`config.mk`:
```
export PLATFORM = sky130hd
export DESIGN_NAME = fill_rect_flat
export DESIGN_NICKNAME = d
export VERILOG_FILES = /design/src/rtl/fill_rect_pkg.sv /design/src/rtl/fill_rect_if.sv /design/src/rtl/fill_rect_scan_ctr.sv /design/src/rtl/fill_rect.sv /design/src/flat_wrapper.sv
export SDC_FILE = /design/constraint.sdc
export NUM_CORES = 1
export LEC_CHECK = 0
export CAP_MARGIN = 30
export CORE_MARGIN = 10
export CORE_UTILIZATION = 49
export CTS_CLUSTER_SIZE = 14
export DETAILED_ROUTE_END_ITERATION = 8
export DONT_BUFFER_PORTS = 1
export HOLD_SLACK_MARGIN = 0.06
export PLACE_DENSITY = 0.67
export SYNTH_ARGS = -nofsm -noshare
export SYNTH_HDL_FRONTEND = slang
export SYNTH_SLANG_ARGS = --single-unit
```
`constraint.sdc`:
```
create_clock -name clk -period 3.9 [get_ports clk]
set_input_delay 0 -clock clk [delete_from_list [all_inputs] [get_ports clk]]
set_output_delay 0 -clock clk [all_outputs]
set_load 0.005 [all_outputs]
```
`src/rtl/fill_rect_pkg.sv`:
```
// rtl/fill_rect_pkg.sv - shared types and helpers for the rectangle fill engine
package fill_pkg;

  typedef enum logic [1:0] {
    IDLE,
    FILL,
    DONE
  } state_t;

  typedef enum logic [1:0] {
    M_SOLID,
    M_COLSTRIPE,
    M_ROWSTRIPE,
    M_CHECKER
  } mode_t;

  function automatic int unsigned clamp(input int unsigned v, input int unsigned lim);
    return (v > lim) ? lim : v;
  endfunction

endpackage

```
`src/rtl/fill_rect_if.sv`:
```
// rtl/fill_rect_if.sv - controller-side request and VGA-side pixel stream of the fill engine
interface fill_rect_if #(
  parameter int X_W      = 8,
  parameter int Y_W      = 7,
  parameter int COLOUR_W = 3
);
  logic                start;
  logic [X_W-1:0]      x0;
  logic [Y_W-1:0]      y0;
  logic [X_W-1:0]      x1;
  logic [Y_W-1:0]      y1;
  logic [COLOUR_W-1:0] colour;
  logic [1:0]          mode;
  logic                done;
  logic [X_W-1:0]      vga_x;
  logic [Y_W-1:0]      vga_y;
  logic [COLOUR_W-1:0] vga_colour;
  logic                vga_plot;

  modport master (
    output start, x0, y0, x1, y1, colour, mode,
    input  done, vga_x, vga_y, vga_colour, vga_plot
  );

  modport slave (
    input  start, x0, y0, x1, y1, colour, mode,
    output done, vga_x, vga_y, vga_colour, vga_plot
  );
endinterface

```
`src/rtl/fill_rect_scan_ctr.sv`:
```
// rtl/fill_rect_scan_ctr.sv - clamped/ordered rectangle bounds and column-major x/y scan counter
module fill_scan_ctr
  import fill_pkg::*;
#(
  parameter int SCREEN_W = 160,
  parameter int SCREEN_H = 120,
  parameter int X_W      = 8,
  parameter int Y_W      = 7
) (
  input  logic           clk,
  input  logic           rst,
  input  logic           i_load,
  input  logic           i_step,
  input  logic [X_W-1:0] i_x0,
  input  logic [Y_W-1:0] i_y0,
  input  logic [X_W-1:0] i_x1,
  input  logic [Y_W-1:0] i_y1,
  output logic [X_W-1:0] o_x,
  output logic [Y_W-1:0] o_y,
  output logic           o_last
);

  logic [X_W-1:0] r_x, r_xl, r_xh;
  logic [Y_W-1:0] r_y, r_yl, r_yh;

  logic [X_W-1:0] w_cx0, w_cx1, w_xl, w_xh;
  logic [Y_W-1:0] w_cy0, w_cy1, w_yl, w_yh;

  // Clamp first so an out-of-range corner still orders correctly against the other.
  assign w_cx0 = X_W'(clamp(32'(i_x0), SCREEN_W - 1));
  assign w_cx1 = X_W'(clamp(32'(i_x1), SCREEN_W - 1));
  assign w_cy0 = Y_W'(clamp(32'(i_y0), SCREEN_H - 1));
  assign w_cy1 = Y_W'(clamp(32'(i_y1), SCREEN_H - 1));

  assign w_xl = (w_cx0 < w_cx1) ? w_cx0 : w_cx1;
  assign w_xh = (w_cx0 < w_cx1) ? w_cx1 : w_cx0;
  assign w_yl = (w_cy0 < w_cy1) ? w_cy0 : w_cy1;
  assign w_yh = (w_cy0 < w_cy1) ? w_cy1 : w_cy0;

  always_ff @(posedge clk) begin
    if (rst) begin
      r_x  <= '0;
      r_y  <= '0;
      r_xl <= '0;
      r_xh <= '0;
      r_yl <= '0;
      r_yh <= '0;
    end else if (i_load) begin
      r_x  <= w_xl;
      r_y  <= w_yl;
      r_xl <= w_xl;
      r_xh <= w_xh;
      r_yl <= w_yl;
      r_yh <= w_yh;
    end else if (i_step) begin
      if (r_y == r_yh) begin
        r_y <= r_yl;
        r_x <= r_x + X_W'(1);
      end else begin
        r_y <= r_y + Y_W'(1);
      end
    end
  end

  assign o_x    = r_x;
  assign o_y    = r_y;
  assign o_last = (r_x == r_xh) && (r_y == r_yh);

endmodule

```
`src/rtl/fill_rect.sv`:
```
// rtl/fill_rect.sv - paints an axis-aligned framebuffer rectangle, one pixel per clock, column-major
module fill_rect
  import fill_pkg::*;
#(
  parameter int SCREEN_W = 160,
  parameter int SCREEN_H = 120,
  parameter int X_W      = 8,
  parameter int Y_W      = 7,
  parameter int COLOUR_W = 3
) (
  input  logic  clk,
  input  logic  rst,
  fill_rect_if.slave bus
);

  state_t              r_state, w_next;
  logic                w_load, w_step, w_last;
  logic [COLOUR_W-1:0] r_colour, w_colour;
  mode_t               r_mode;
  logic [X_W-1:0]      w_x;
  logic [Y_W-1:0]      w_y;

  fill_scan_ctr #(
    .SCREEN_W(SCREEN_W),
    .SCREEN_H(SCREEN_H),
    .X_W     (X_W),
    .Y_W     (Y_W)
  ) u_scan (
    .clk   (clk),
    .rst   (rst),
    .i_load(w_load),
    .i_step(w_step),
    .i_x0  (bus.x0),
    .i_y0  (bus.y0),
    .i_x1  (bus.x1),
    .i_y1  (bus.y1),
    .o_x   (w_x),
    .o_y   (w_y),
    .o_last(w_last)
  );

  always_ff @(posedge clk) begin
    if (rst) r_state <= IDLE;
    else     r_state <= w_next;
  end

  always_comb begin
    w_next = r_state;
    w_load = 1'b0;
    w_step = 1'b0;
    case (r_state)
      IDLE: begin
        if (bus.start) begin
          w_load = 1'b1;
          w_next = FILL;
        end
      end
      FILL: begin
        if (w_last) w_next = DONE;
        else        w_step = 1'b1;
      end
      DONE: begin
        if (!bus.start) w_next = IDLE;
      end
      default: w_next = IDLE;
    endcase
  end

  always_ff @(posedge clk) begin
    if (rst) begin
      r_colour <= '0;
      r_mode   <= M_SOLID;
    end else if (w_load) begin
      r_colour <= bus.colour;
      r_mode   <= mode_t'(bus.mode);
    end
  end

  // Colour follows the live scan position, so in DONE it still reflects the last pixel.
  always_comb begin
    w_colour = r_colour;
    case (r_mode)
      M_COLSTRIPE: w_colour = r_colour + w_x[COLOUR_W-1:0];
      M_ROWSTRIPE: w_colour = r_colour + w_y[COLOUR_W-1:0];
      M_CHECKER:   if (w_x[0] ^ w_y[0]) w_colour = ~r_colour;
      default:     w_colour = r_colour;
    endcase
  end

  assign bus.vga_x      = w_x;
  assign bus.vga_y      = w_y;
  assign bus.vga_colour = w_colour;
  assign bus.vga_plot   = (r_state == FILL);
  assign bus.done       = (r_state == DONE);

endmodule
```
`src/flat_wrapper.sv`:
```
// flat-port wrapper written by rule: the top's interface ports become plain ports
module fill_rect_flat import fill_pkg::*;
#(
  parameter int SCREEN_W = 160,
  parameter int SCREEN_H = 120,
  parameter int X_W      = 8,
  parameter int Y_W      = 7,
  parameter int COLOUR_W = 3
)
  (clk, rst, bus_start, bus_x0, bus_y0, bus_x1, bus_y1, bus_colour, bus_mode, bus_done, bus_vga_x, bus_vga_y, bus_vga_colour, bus_vga_plot);
  fill_rect_if #(.X_W(X_W), .Y_W(Y_W), .COLOUR_W(COLOUR_W)) bus_i ();
  input  logic clk;
  input  logic rst;
  input wire logic [$bits(bus_i.start)-1:0] bus_start;
  input wire logic [$bits(bus_i.x0)-1:0] bus_x0;
  input wire logic [$bits(bus_i.y0)-1:0] bus_y0;
  input wire logic [$bits(bus_i.x1)-1:0] bus_x1;
  input wire logic [$bits(bus_i.y1)-1:0] bus_y1;
  input wire logic [$bits(bus_i.colour)-1:0] bus_colour;
  input wire logic [$bits(bus_i.mode)-1:0] bus_mode;
  output wire logic [$bits(bus_i.done)-1:0] bus_done;
  output wire logic [$bits(bus_i.vga_x)-1:0] bus_vga_x;
  output wire logic [$bits(bus_i.vga_y)-1:0] bus_vga_y;
  output wire logic [$bits(bus_i.vga_colour)-1:0] bus_vga_colour;
  output wire logic [$bits(bus_i.vga_plot)-1:0] bus_vga_plot;
  assign bus_i.start = bus_start;
  assign bus_i.x0 = bus_x0;
  assign bus_i.y0 = bus_y0;
  assign bus_i.x1 = bus_x1;
  assign bus_i.y1 = bus_y1;
  assign bus_i.colour = bus_colour;
  assign bus_i.mode = bus_mode;
  assign bus_done = bus_i.done;
  assign bus_vga_x = bus_i.vga_x;
  assign bus_vga_y = bus_i.vga_y;
  assign bus_vga_colour = bus_i.vga_colour;
  assign bus_vga_plot = bus_i.vga_plot;
  fill_rect #(.SCREEN_W(SCREEN_W), .SCREEN_H(SCREEN_H), .X_W(X_W), .Y_W(Y_W), .COLOUR_W(COLOUR_W)) u_core (.clk(clk), .rst(rst), .bus(bus_i));
endmodule
```
Word-level counts from Yosys, hierarchy flattened
Cells that the tools add are included.
{ "word_totals": {"ff_bits": 44, "mem_count": 0, "wordCells": 60, "latchBits": 0, "rom_bits": 0, "out_inout_bits": 20, "mem_bits_rw": 0} }
{ "classes": {"mul": 0, "muxes": 24, "n_bitwise": 2, "n_shift": 0, "addsub": 4, "eq_ne": 10, "n_lt_le_gt_ge": 6, "n_reduce_logical": 6, "div_mod_pow": 0} }
{ "op_table": {"columns": ["operator", "count"], "rows": [
  ["8-bit two-way mux", 7],
  ["7-bit two-way mux", 7],
  ["8-bit > comparator, second input constant", 2],
  ["7-bit > comparator, second input constant", 2],
  ["3-bit case mux with 3 select lines", 1],
  ["8-bit by 1-bit adder with 8-bit output, second input constant", 1],
  ["8-bit equality test", 1],
  ["8-bit less-than comparator", 1],
  ["7-bit by 1-bit adder with 7-bit output, second input constant", 1],
  ["7-bit equality test", 1],
  ["7-bit less-than comparator", 1],
  ["3-bit adder", 2],
  ["2-bit equality test, second input constant", 3],
  ["2-bit two-way mux", 3],
  ["2-bit case mux with 3 select lines", 1],
  ["2-bit by 1-bit equality test with 1-bit output, second input constant", 2],
  ["1-bit two-way mux", 4],
  ["2-bit != test, second input constant", 2],
  ["2-bit nonzero test", 2],
  ["3-bit two-way mux", 1],
  ["3-bit inverter", 1],
  ["3-bit AND reduction", 1],
  ["2-bit logical NOT", 1],
  ["2-bit by 1-bit != test with 1-bit output, second input constant", 1],
  ["other kinds (3)", 3]
]} }

Logic depth before layout (Yosys ltp)
{ "logic_depth": {"word_depth": 6, "depth_mapped": 11, "depth_no_buf": 10} }

Hierarchy
Synthesis repeated with hierarchy kept, for this count alone.
{ "hier_totals": {"hier_cells": 404, "hier_area_um2": 3301.9} }
{ "modules_own_cells": {"columns": ["module", "cells_per_inst", "seq_area_each_um2", "n_inst", "area_each_um2"], "rows": [
  ["fill_scan_ctr", 349, 740.7, 1, 2808.9],
  ["fill_rect", 55, 140.1, 1, 493.0]
]} }

Worst setup path after synthesis
No wires, ideal clock.
{ "synth_path": {"kind": "input to register", "start": "input bus_x0[6]", "end": "register u_core.u_scan.r_xh[5]", "required_time_ns": 3.809, "path_slack_ns": 1.572, "cell_stages": 10, "arrival_ns": 2.237, "cell_sequence": "o21ai_0 nand2b_1 ha_1 o21ai_0 a211oi_1 a211oi_1 or2_2 clkbuf_1 nand3_1 a311oi_1"} }
{ "synth_via": {"elab_chain_cells": 4} }
{ "synth_lines": {"columns": ["item", "line_no", "text"], "rows": [
  ["start, declared", "flat_wrapper.sv:15", "input wire logic [$bits(bus_i.x0)-1:0] bus_x0;"],
  ["8-bit > comparator", "fill_rect_pkg.sv:18", "return (v > lim) ? lim : v;"],
  ["8-bit two-way mux *", "fill_rect_pkg.sv:18", null],
  ["8-bit less-than comparator", "fill_rect_scan_ctr.sv:36", "assign w_xh = (w_cx0 < w_cx1) ? w_cx1 : w_cx0;"],
  ["8-bit two-way mux *", "fill_rect_scan_ctr.sv:36", null],
  ["end signal, assigned", "fill_rect_scan_ctr.sv:52", "r_xh <= w_xh;"],
  ["end, declared", "fill_rect_scan_ctr.sv:23", "logic [X_W-1:0] r_x, r_xl, r_xh;"]
]} }
Mark *: on every way between the ends. The rest lies on a longest branch, timed or not.
A chain may end at the register's enable or synchronous reset.

Worst setup path in the final report
Ends and elaborated chain as after synthesis.

==> metrics.yaml <==
hold_path.startpoint: "bus_y1[5]"
total_die_area_um2: 10100
placed_cells_incl_taps: 448
worstSetupStartpointType: "primary input"
total_leakage_power_uw: 0.00132
final_worst_path_period_need_ps: 3650
postSynthRegisterBits: 44
grt.total_usage: 0.165
cp_launch_point: "bus_x0[6]"
register_area_um2: 881
placement_rows: 29
fin_crit_sh: 0.936
fillerInstances: 623
vias: 2893
fp.dieW_um: 100
critical_path_arrival_ps: 3890
synth-main-ff-cell: "sky130_fd_sc_hd__dfxtp_1"
count_of_routing_violations_after_the_opening_detailed_route_iteration: 149
finish.net_count: 464
clk_pin_slew_worst_paths_ps: 90
synthesis.instances: 394
routed_wirelength_mm: 8.54
route.detailed.drc: 0
post-synth-top-area-fraction: 0.279
final_antenna_violating_net_count: 0
detail_route.first_pass.iterations: 4
synth_fp_nets: 452
overflow: 0
synth-warning-count: 0
timing_worst_slew_pin_value_ps: 1010
mostFrequentLayoutCell: "sky130_fd_sc_hd__dfxtp_1"
ir_worst_vdd_mv: 0.241
async_reset_ff_frac: 0
via_per_inst: 5.98
layout.cells.most_common_list: "44 x sky130_fd_sc_hd__dfxtp_1, 38 x sky130_fd_sc_hd__nor2_1, 32 x sky130_fd_sc_hd__nand2_1, 27 x sky130_fd_sc_hd__dlygate4sd3_1, 20 x sky130_fd_sc_hd__a211oi_1"
m1WireLength_mm: 3.78
io_buffers: 0
clock-root-buffer: "sky130_fd_sc_hd__clkbuf_8"
power_per_cell_area_nw_per_um2: 368
insertion_delay_ps: 300
reg2reg_from: "u_core.u_scan.o_y[0]"
finish.instance_area_um2: 3560
finalNonFillerCells: 484
setup_violations: 0
critPathKind: "in2reg"
post_cts.repair.setup_buffers: 0
pin_count: 58
detailedPlacementHpwl_mm: 6.14
routed-wl-met2_mm: 4.10
timing.critical_path.to_type: "register"
htreeDepth: 2
grt_max_degree: 44
initial_core_util: 0.500
cts.sink_count: 44
register_area_share_after_synthesis: 0.279
tritoncts.num_buffers: 5
post_drt_wl_per_cell_um: 17.6
status: "finished clean"
synth.distinct_cells: 53
multiInputGateArea_um2: 2090
postSynthAreaPerCell_um2: 8.02
synth.area.top_cells: "sky130_fd_sc_hd__dfxtp_1 28%, sky130_fd_sc_hd__ha_1 7.5%, sky130_fd_sc_hd__a211oi_1 4.8%"
area.growth.synth_to_final_pct: 12.8
skew_ps: 10.0
cts_tree: "built"
critPathMaxFanout: 14
timing.critical_path.required_ps: 4140
dpl-instance-area_um2: 3160
syn-cell-area_um2: 3160
setup_tns_ps: 0
drive_gt1_frac: 0.0688
floorplan.core_area_um2: 6310
grt_first_pass_wirelength_mm: 13.7
synth_edf_count: 0
topRoutingLayerUsed: "met4"
hold_path.class: "in2reg"
routed-wl-met3_um: 591
antenna-diode-count: 0
endpoints_failing_hold: 0
power_uw: 1310
worst_slew_margin_rel: 0.326
maxCapViolCount: 0
first_global_vias: 2681
die_height_um: 100
clock_tree.buffer_depth: 2
grt_antenna_before_repair: 0
maxSlewViolCount: 0
unrepaired_setup_endpoints_after_global_routing: "no"
synth_top_cell_by_area: "sky130_fd_sc_hd__dfxtp_1"
fmax_mhz: 274
gpl.final_weighted_congestion: 0.977
worst paths after layout:
check / to / slack (ps) / depth (start not counted)
worst max-delay path: u_core.u_scan.r_xh[5] / 250 / 11
worst min-delay path: u_core.u_scan.r_yl[5] / 50 / 2
worst max register to register: u_core.u_scan.o_x[7] / 1380 / 6
worst min register to register: u_core.u_scan.r_xh[4] / 470 / 2
report_power, final:
group	switching, uW	internal [uW]
logic	222	180
registers	64.5	494
clock network	159	190
cells in the mapped netlist, types with 4 or more instances:
cell                        count
sky130_fd_sc_hd__a2111oi_0      4
sky130_fd_sc_hd__a211oi_1      20
sky130_fd_sc_hd__a21oi_1       18
sky130_fd_sc_hd__a311oi_1       4
sky130_fd_sc_hd__clkbuf_1      21
sky130_fd_sc_hd__dfxtp_1       44
sky130_fd_sc_hd__ha_1          19
sky130_fd_sc_hd__inv_1         19
sky130_fd_sc_hd__mux2i_1       11
sky130_fd_sc_hd__nand2_1       32
sky130_fd_sc_hd__nand2b_1      14
sky130_fd_sc_hd__nand3_1       10
sky130_fd_sc_hd__nand3b_1       5
sky130_fd_sc_hd__nand4_1        7
sky130_fd_sc_hd__nor2_1        38
sky130_fd_sc_hd__nor2b_1        5
sky130_fd_sc_hd__nor3_1        11
sky130_fd_sc_hd__nor4_1         4
sky130_fd_sc_hd__o211ai_1       6
sky130_fd_sc_hd__o21a_1         5
sky130_fd_sc_hd__o21ai_0       14
sky130_fd_sc_hd__o22ai_1       11
sky130_fd_sc_hd__xnor2_1       16
sky130_fd_sc_hd__xor2_1        10
metal layers:
layer  vias to the layer above  GRT usage
met5                         -          0
li1                       1453          -
met1                      1349      0.208
met3                         4     0.0405
met4                         0     0.0380
met2                        87      0.275
critical path: stages:
cell and delay, ps:
sky130_fd_sc_hd__o21ai_0 520, sky130_fd_sc_hd__nand2b_1 220, sky130_fd_sc_hd__ha_1 250, sky130_fd_sc_hd__a2111oi_0 390
sky130_fd_sc_hd__o21ai_0 230, sky130_fd_sc_hd__a21oi_2 430, sky130_fd_sc_hd__or2_2 340, sky130_fd_sc_hd__nand3_1 100
sky130_fd_sc_hd__dlygate4sd3_1 560, sky130_fd_sc_hd__a311oi_1 260, sky130_fd_sc_hd__dlygate4sd3_1 580
stage by stage:
stage | hold WS (ps) | util | setup slack (ps)
6_report | 48.0 | 0.564 | 251
5_1_grt | 75.9 | 0.564 | 18.4
4_1_cts | 63.3 | 0.564 | 205
3_5_place_dp | 76.5 | 0.501 | 929
3_3_place_gp | 75.5 | 0.501 | 1130
2_1_floorplan | 136 | - | 1570
flip-flops by register name, indices dropped and copies added (netlist names):
register / flops
u_core.u_scan.r_xh: 8
u_core.r_state: 2
u_core.u_scan.r_yh: 7
u_core.u_scan.o_x: 8
u_core.r_colour: 3
u_core.u_scan.o_y: 7
u_core.r_mode: 2
u_core.u_scan.r_yl: 7
final cells by class:
type / instances / area share
clock buffer: 6 / 0.0204
clock inverter: 2 / 0.00983
inverter: 19 / 0.0200
multi-input combinational: 305 / 0.588
sequential: 44 / 0.247
tap: 77 / 0.0270
timing repair buffer: 31 / 0.0878
what timing repair did:
action / in CTS / in global routing
gates resized for setup: 0 / 1
setup endpoints to repair: 0 / 2
hold buffers: 28 / 0
hold endpoints to repair: 44 / 0
kinds of logic after synthesis:
logic type                 count (synthesis)  synth area share
and+or+nand+nor                          141             0.225
AOI/OAI and AO/OA                        101             0.223
buffers and inverters                     45            0.0594
DFF                                       44             0.279
xor gates and xnor gates                  28            0.0824
adders and majority gates                 20            0.0816
muxes                                     15            0.0503
Note: power is estimated with default switching activity, not from simulation.
